`src/rtl/run_checker_pkg.sv`:
```
// Shared types for the run checker: sweep states and NOP encodings.
package run_checker_pkg;

    typedef enum logic [1:0] {
        MONITOR = 2'd0,
        SWEEP   = 2'd1,
        DRAIN   = 2'd2,
        DONE    = 2'd3
    } state_e;

    localparam logic [15:0] NOP_C = 16'h0001;
    localparam logic [31:0] NOP_I = 32'h00000013;

    function automatic logic is_nop(input logic [31:0] i);
        return (i[15:0] == NOP_C) || (i == NOP_I);
    endfunction

endpackage

```
`src/rtl/run_checker_halt_detect.sv`:
```
// Watches the fetched instruction stream and flags a halt once the core
// has repeated one instruction (or one NOP) long enough.
module halt_detect
    import run_checker_pkg::*;
#(
    parameter int STALL_LIMIT = 49,
    parameter int NOP_LIMIT   = 16
) (
    input  logic        clk,
    input  logic        nrst,
    input  logic        en_i,
    input  logic        clr_i,
    input  logic [31:0] inst_i,
    input  logic        inst_valid_i,
    output logic        halt_o
);

    localparam int SW = $clog2(STALL_LIMIT + 1);
    localparam int NW = $clog2(NOP_LIMIT + 1);
    localparam logic [SW-1:0] S_LIM = SW'(STALL_LIMIT);
    localparam logic [NW-1:0] N_LIM = NW'(NOP_LIMIT);

    logic [31:0]   prev_q, prev_d;
    logic [SW-1:0] stall_q, stall_d;
    logic [NW-1:0] nop_q, nop_d;

    always_comb begin
        prev_d  = prev_q;
        stall_d = stall_q;
        nop_d   = nop_q;
        if (clr_i) begin
            prev_d  = '0;
            stall_d = '0;
            nop_d   = '0;
        end else if (en_i && inst_valid_i) begin
            if (inst_i == prev_q) begin
                // Saturate at the limit so the halt request stays asserted
                if (stall_q != S_LIM) stall_d = stall_q + 1'b1;
                if (is_nop(inst_i) && nop_q != N_LIM) nop_d = nop_q + 1'b1;
            end else begin
                prev_d  = inst_i;
                stall_d = '0;
                nop_d   = '0;
            end
        end
    end

    always_ff @(posedge clk or negedge nrst) begin
        if (!nrst) begin
            prev_q  <= '0;
            stall_q <= '0;
            nop_q   <= '0;
        end else begin
            prev_q  <= prev_d;
            stall_q <= stall_d;
            nop_q   <= nop_d;
        end
    end

    assign halt_o = en_i && ((stall_q == S_LIM) || (nop_q == N_LIM));

endmodule

```
`config.mk`:
```
export PLATFORM = sky130hd
export DESIGN_NAME = halt_detect
export DESIGN_NICKNAME = d
export VERILOG_FILES = /design/src/rtl/run_checker_pkg.sv /design/src/rtl/run_checker_halt_detect.sv
export SDC_FILE = /design/constraint.sdc
export NUM_CORES = 1
export LEC_CHECK = 0
export ABC_AREA = 1
export BUFFER_PORTS_ARGS = -buffer_cell sky130_fd_sc_hd__buf_2
export CAP_MARGIN = 20
export CORE_MARGIN = 2
export CORE_UTILIZATION = 53
export CTS_CLUSTER_DIAMETER = 60
export DETAILED_ROUTE_END_ITERATION = 10
export PLACE_DENSITY = 0.77
export SLEW_MARGIN = 20
export SYNTH_ARGS = -nofsm -noshare
export SYNTH_HDL_FRONTEND = slang
export SYNTH_SLANG_ARGS = --single-unit
```
`constraint.sdc`:
```
create_clock -name clk -period 1.3 [get_ports clk]
set_input_delay 0.26 -clock clk [delete_from_list [all_inputs] [get_ports clk]]
set_output_delay 0.26 -clock clk [all_outputs]
set_load 0.05 [all_outputs]
```
==> results.yml <==
pwr:
  seqPwrFrac: 0.417
  p_sw_mw: 1.24
  cellPowerDensity_nw_per_um2: 810
  p_clk_frac: 0.265
  intPower_mw: 2.39
  p_leak_nw: 2.43
  netSwitchingFraction: 0.341
  ir_worst_vdd_v: 0.000687
  p_comb_frac: 0.317
global_route:
  grt.overflow.total: 0
  track_usage: 0.337
  grt_pass1_vias: 3515
  antenna_found_initial: 0
  grt_max_degree: 44
  grt_pass1_wl_um: 16000
yosys:
  avgSynthCellArea_um2: 6.48
  synthTopCellsByCount: "179 x nand2_1, 62 x inv_1, 43 x dfrtp_1"
  synth_top_area_share: 0.364
  synth_top_area_cell: "dfrtp_1"
  synth_mux_area_frac: 0
  synth_fp_nets: 497
  synth_simple_gate_area_frac: 0.382
  async_reset_ff_frac: 1.00
  synth-edff-count: 0
  synth.area.top_cells: "dfrtp_1 36%, nand2_1 23%, inv_1 7.9%, nand3_1 5.9%, nor2_1 4.8%"
  ys.flop_type: "dfrtp_1"
  ys_seq_area_frac: 0.364
  synth-seq-cells: 43
  yosys.area_share.adder: 0.0169
  synth_xor_area_frac: 0.0593
  synth_compound_area_frac: 0.0636
  ys_types: 26
  yosysWarnings: 0
  syn_area_um2: 2950
  synth_most_common_cell: "nand2_1"
  synthCells: 456
  synth_top_family_by_area: "simple AND/OR/NAND/NOR gates"
floorplanning:
  die_h_um: 78.6
  io_pins: 38
  start_util: 0.543
  die_area_um2: 6180
  core_um2: 5440
  die_w_um: 78.6
  placementRows: 27
worst_setup_path:
  worstPathRequired_ns: 1.53
  worstPathArrival_ns: 2.29
  worstRegToRegCells: 15
  cp-end-kind: "register"
  cp-start-kind: "register"
  critPathKind: "reg2reg"
  rr_startpoint: "prev_q[21]"
  r2r_end: "prev_q[4]"
  r2r_slack_ns: -0.76
  crit_fanout: 7
detailed_routing:
  ant_nets: 0
  totalWireLength_um: 11000
  firstDrtPassIters: 7
  post-route-drc-count: 0
  drt_first_iter_violations: 494
  wl_per_cell_um: 17.1
  vias: 3603
  vias_per_cell: 5.59
timing:
  fin_crit_sh: 1.58
  finalSetupViolCount: 44
  layout_setup_ws_ns: -0.756
  slew_viol_final: 0
  rsz0062_at_grt: "yes"
  fmax_mhz: 486
  maxSlewHeadroom: 0.805
  min_period_ns: 2.06
  tns_ns: -30.63
  clock_skew_ns: 0.0168
  hold_viol: 0
  worst_pin_slew_ns: 0.291
hold_path:
  min_to: "prev_q[16]"
  worstHoldPathCells: 3
  hp-start: "inst_i[16]"
  worstHoldPathType: "in2reg"
cells_and_area:
  drive_above_1_share: 0.374
  antenna_cells: 0
  fill_cells: 312
  area.growth.synth_to_final_pct: 51.9
  nNetsFinal: 612
  utilization: 0.825
clocking:
  clock_path_buffers: 2
  clk_pin_slew_ns: 0.10
  cts_tree: "yes"
  cts_buffers: 5
  root_buffer: "clkbuf_8"
  clkLatencyLatePin_ns: 0.32
  htree_levels: 2
  clock_sinks: 43
placed_design:
  place.gp.congestion: 0.842
  dpl.hpwl_um: 5260
  port_buffers: 37
status:
  violations: "setup timing"
  status: "finished with violations"
job:
  maxCapViolCount: 0
## power by group through the flow
stage	logic (mW)	clock network, mW	registers, mW
floorplan	0.432	0	1.50
global placement	0.728	0	1.51
detailed placement	0.751	0	1.51
CTS	1.01	0.953	1.49
global route	1.23	1.01	1.52
finish	1.15	0.964	1.52
## worst max-delay path by stage
stage | startpoint | to | depth (start not counted)
CTS | nop_q[1] | halt_o | 7
detailed placement | inst_i[20] | prev_q[27] | 11
floorplan | nop_q[0] | halt_o | 6
finish | prev_q[21] | prev_q[4] | 15
global route | prev_q[23] | prev_q[25] | 15
global placement | inst_i[20] | nop_q[1] | 11
## routing by layer
| metal | track usage | part of all wire |
|---|---|---|
| met2 | 0.599 | 0.49 |
| met1 | 0.369 | 0.37 |
| met4 | 0.202 | 0.070 |
| met3 | 0.0644 | 0.070 |
| met5 | 0 | 0 |
## final cells by class
| type | count | area [um2] | area share |
|---|---|---|---|
| Clock buffer | 6 | 82.6 | 0.0184 |
| Timing Repair Buffer | 120 | 1060 | 0.237 |
| Clock inverter | 2 | 16.3 | 0.00363 |
| Sequential cell | 43 | 1080 | 0.240 |
| Inverter | 66 | 250 | 0.0558 |
| Multi-Input combinational cell | 335 | 1910 | 0.425 |
| Tap cell | 72 | 90.1 | 0.0201 |
## repair_timing
item / CTS / global route
resized for setup: 65 / 47
hold endpoints to repair: 43 / 0
endpoints found under the setup margin: 44 / 44
buffers inserted: 14 / 3
cloned: 8 / 0
pin swaps: 9 / 12
hold buffers: 1 / 0
## worst max-delay path, stage by stage (launching register included)
cell and delay (ns):
dfrtp_1 0.41, inv_1 0.07, nand2_2 0.07, nand2_1 0.05
inv_1 0.05, nand2_1 0.08, nor2_2 0.15, nand2_1 0.09
nor2_2 0.18, nand3_2 0.13, nand2_4 0.14, buf_12 0.14
buf_12 0.12, buf_12 0.15, nand2_2 0.05, o21ai_1 0.07
## logic make-up after synthesis
kind of cell | Yosys count
AND/OR/NAND/NOR | 274
buffers and inverters | 78
flip-flops | 43
AO/OA/AOI/OAI | 37
XOR/XNOR | 20
adder cells (fa/ha/maj) | 4
## flip-flops by register name (all words and copies together), names as in the netlist
name     flops
prev_q      32
stall_q      6
nop_q        5
## cells in the final DEF (no fill, tap or decap), drive strengths merged
cell type	synthesis	routed
nor3	4	4
inv	64	64
clkbuf	3	6
nor2	40	40
nor4	1	1
ha	4	4
clkinv	2	3
xor2	9	9
a21oi	3	3
xnor2	11	11
dfrtp	43	43
nand4	5	5
buf	9	119
nand3	36	36
clkinvlp	0	1
o21ai	33	33
or2	1	1
a21boi	1	1
and2	5	5
nand3b	2	2
nand2	180	180
dlygate4sd3	0	1
## per-stage QoR
stage	total power [mW]	area, um2	setup WS [ns]	cells	hold slack (ns)
global route	3.77	4490	-0.855	644	0.223
finish	3.63	4490	-0.756	644	0.208
CTS	3.46	4330	-0.539	643	0.214
floorplan	1.94	2990	-0.158	456	-0.0356
global placement	2.23	3640	-0.366	612	0.255
detailed placement	2.26	3640	-0.437	612	0.260
Note: power is estimated with default switching activity, not from simulation.
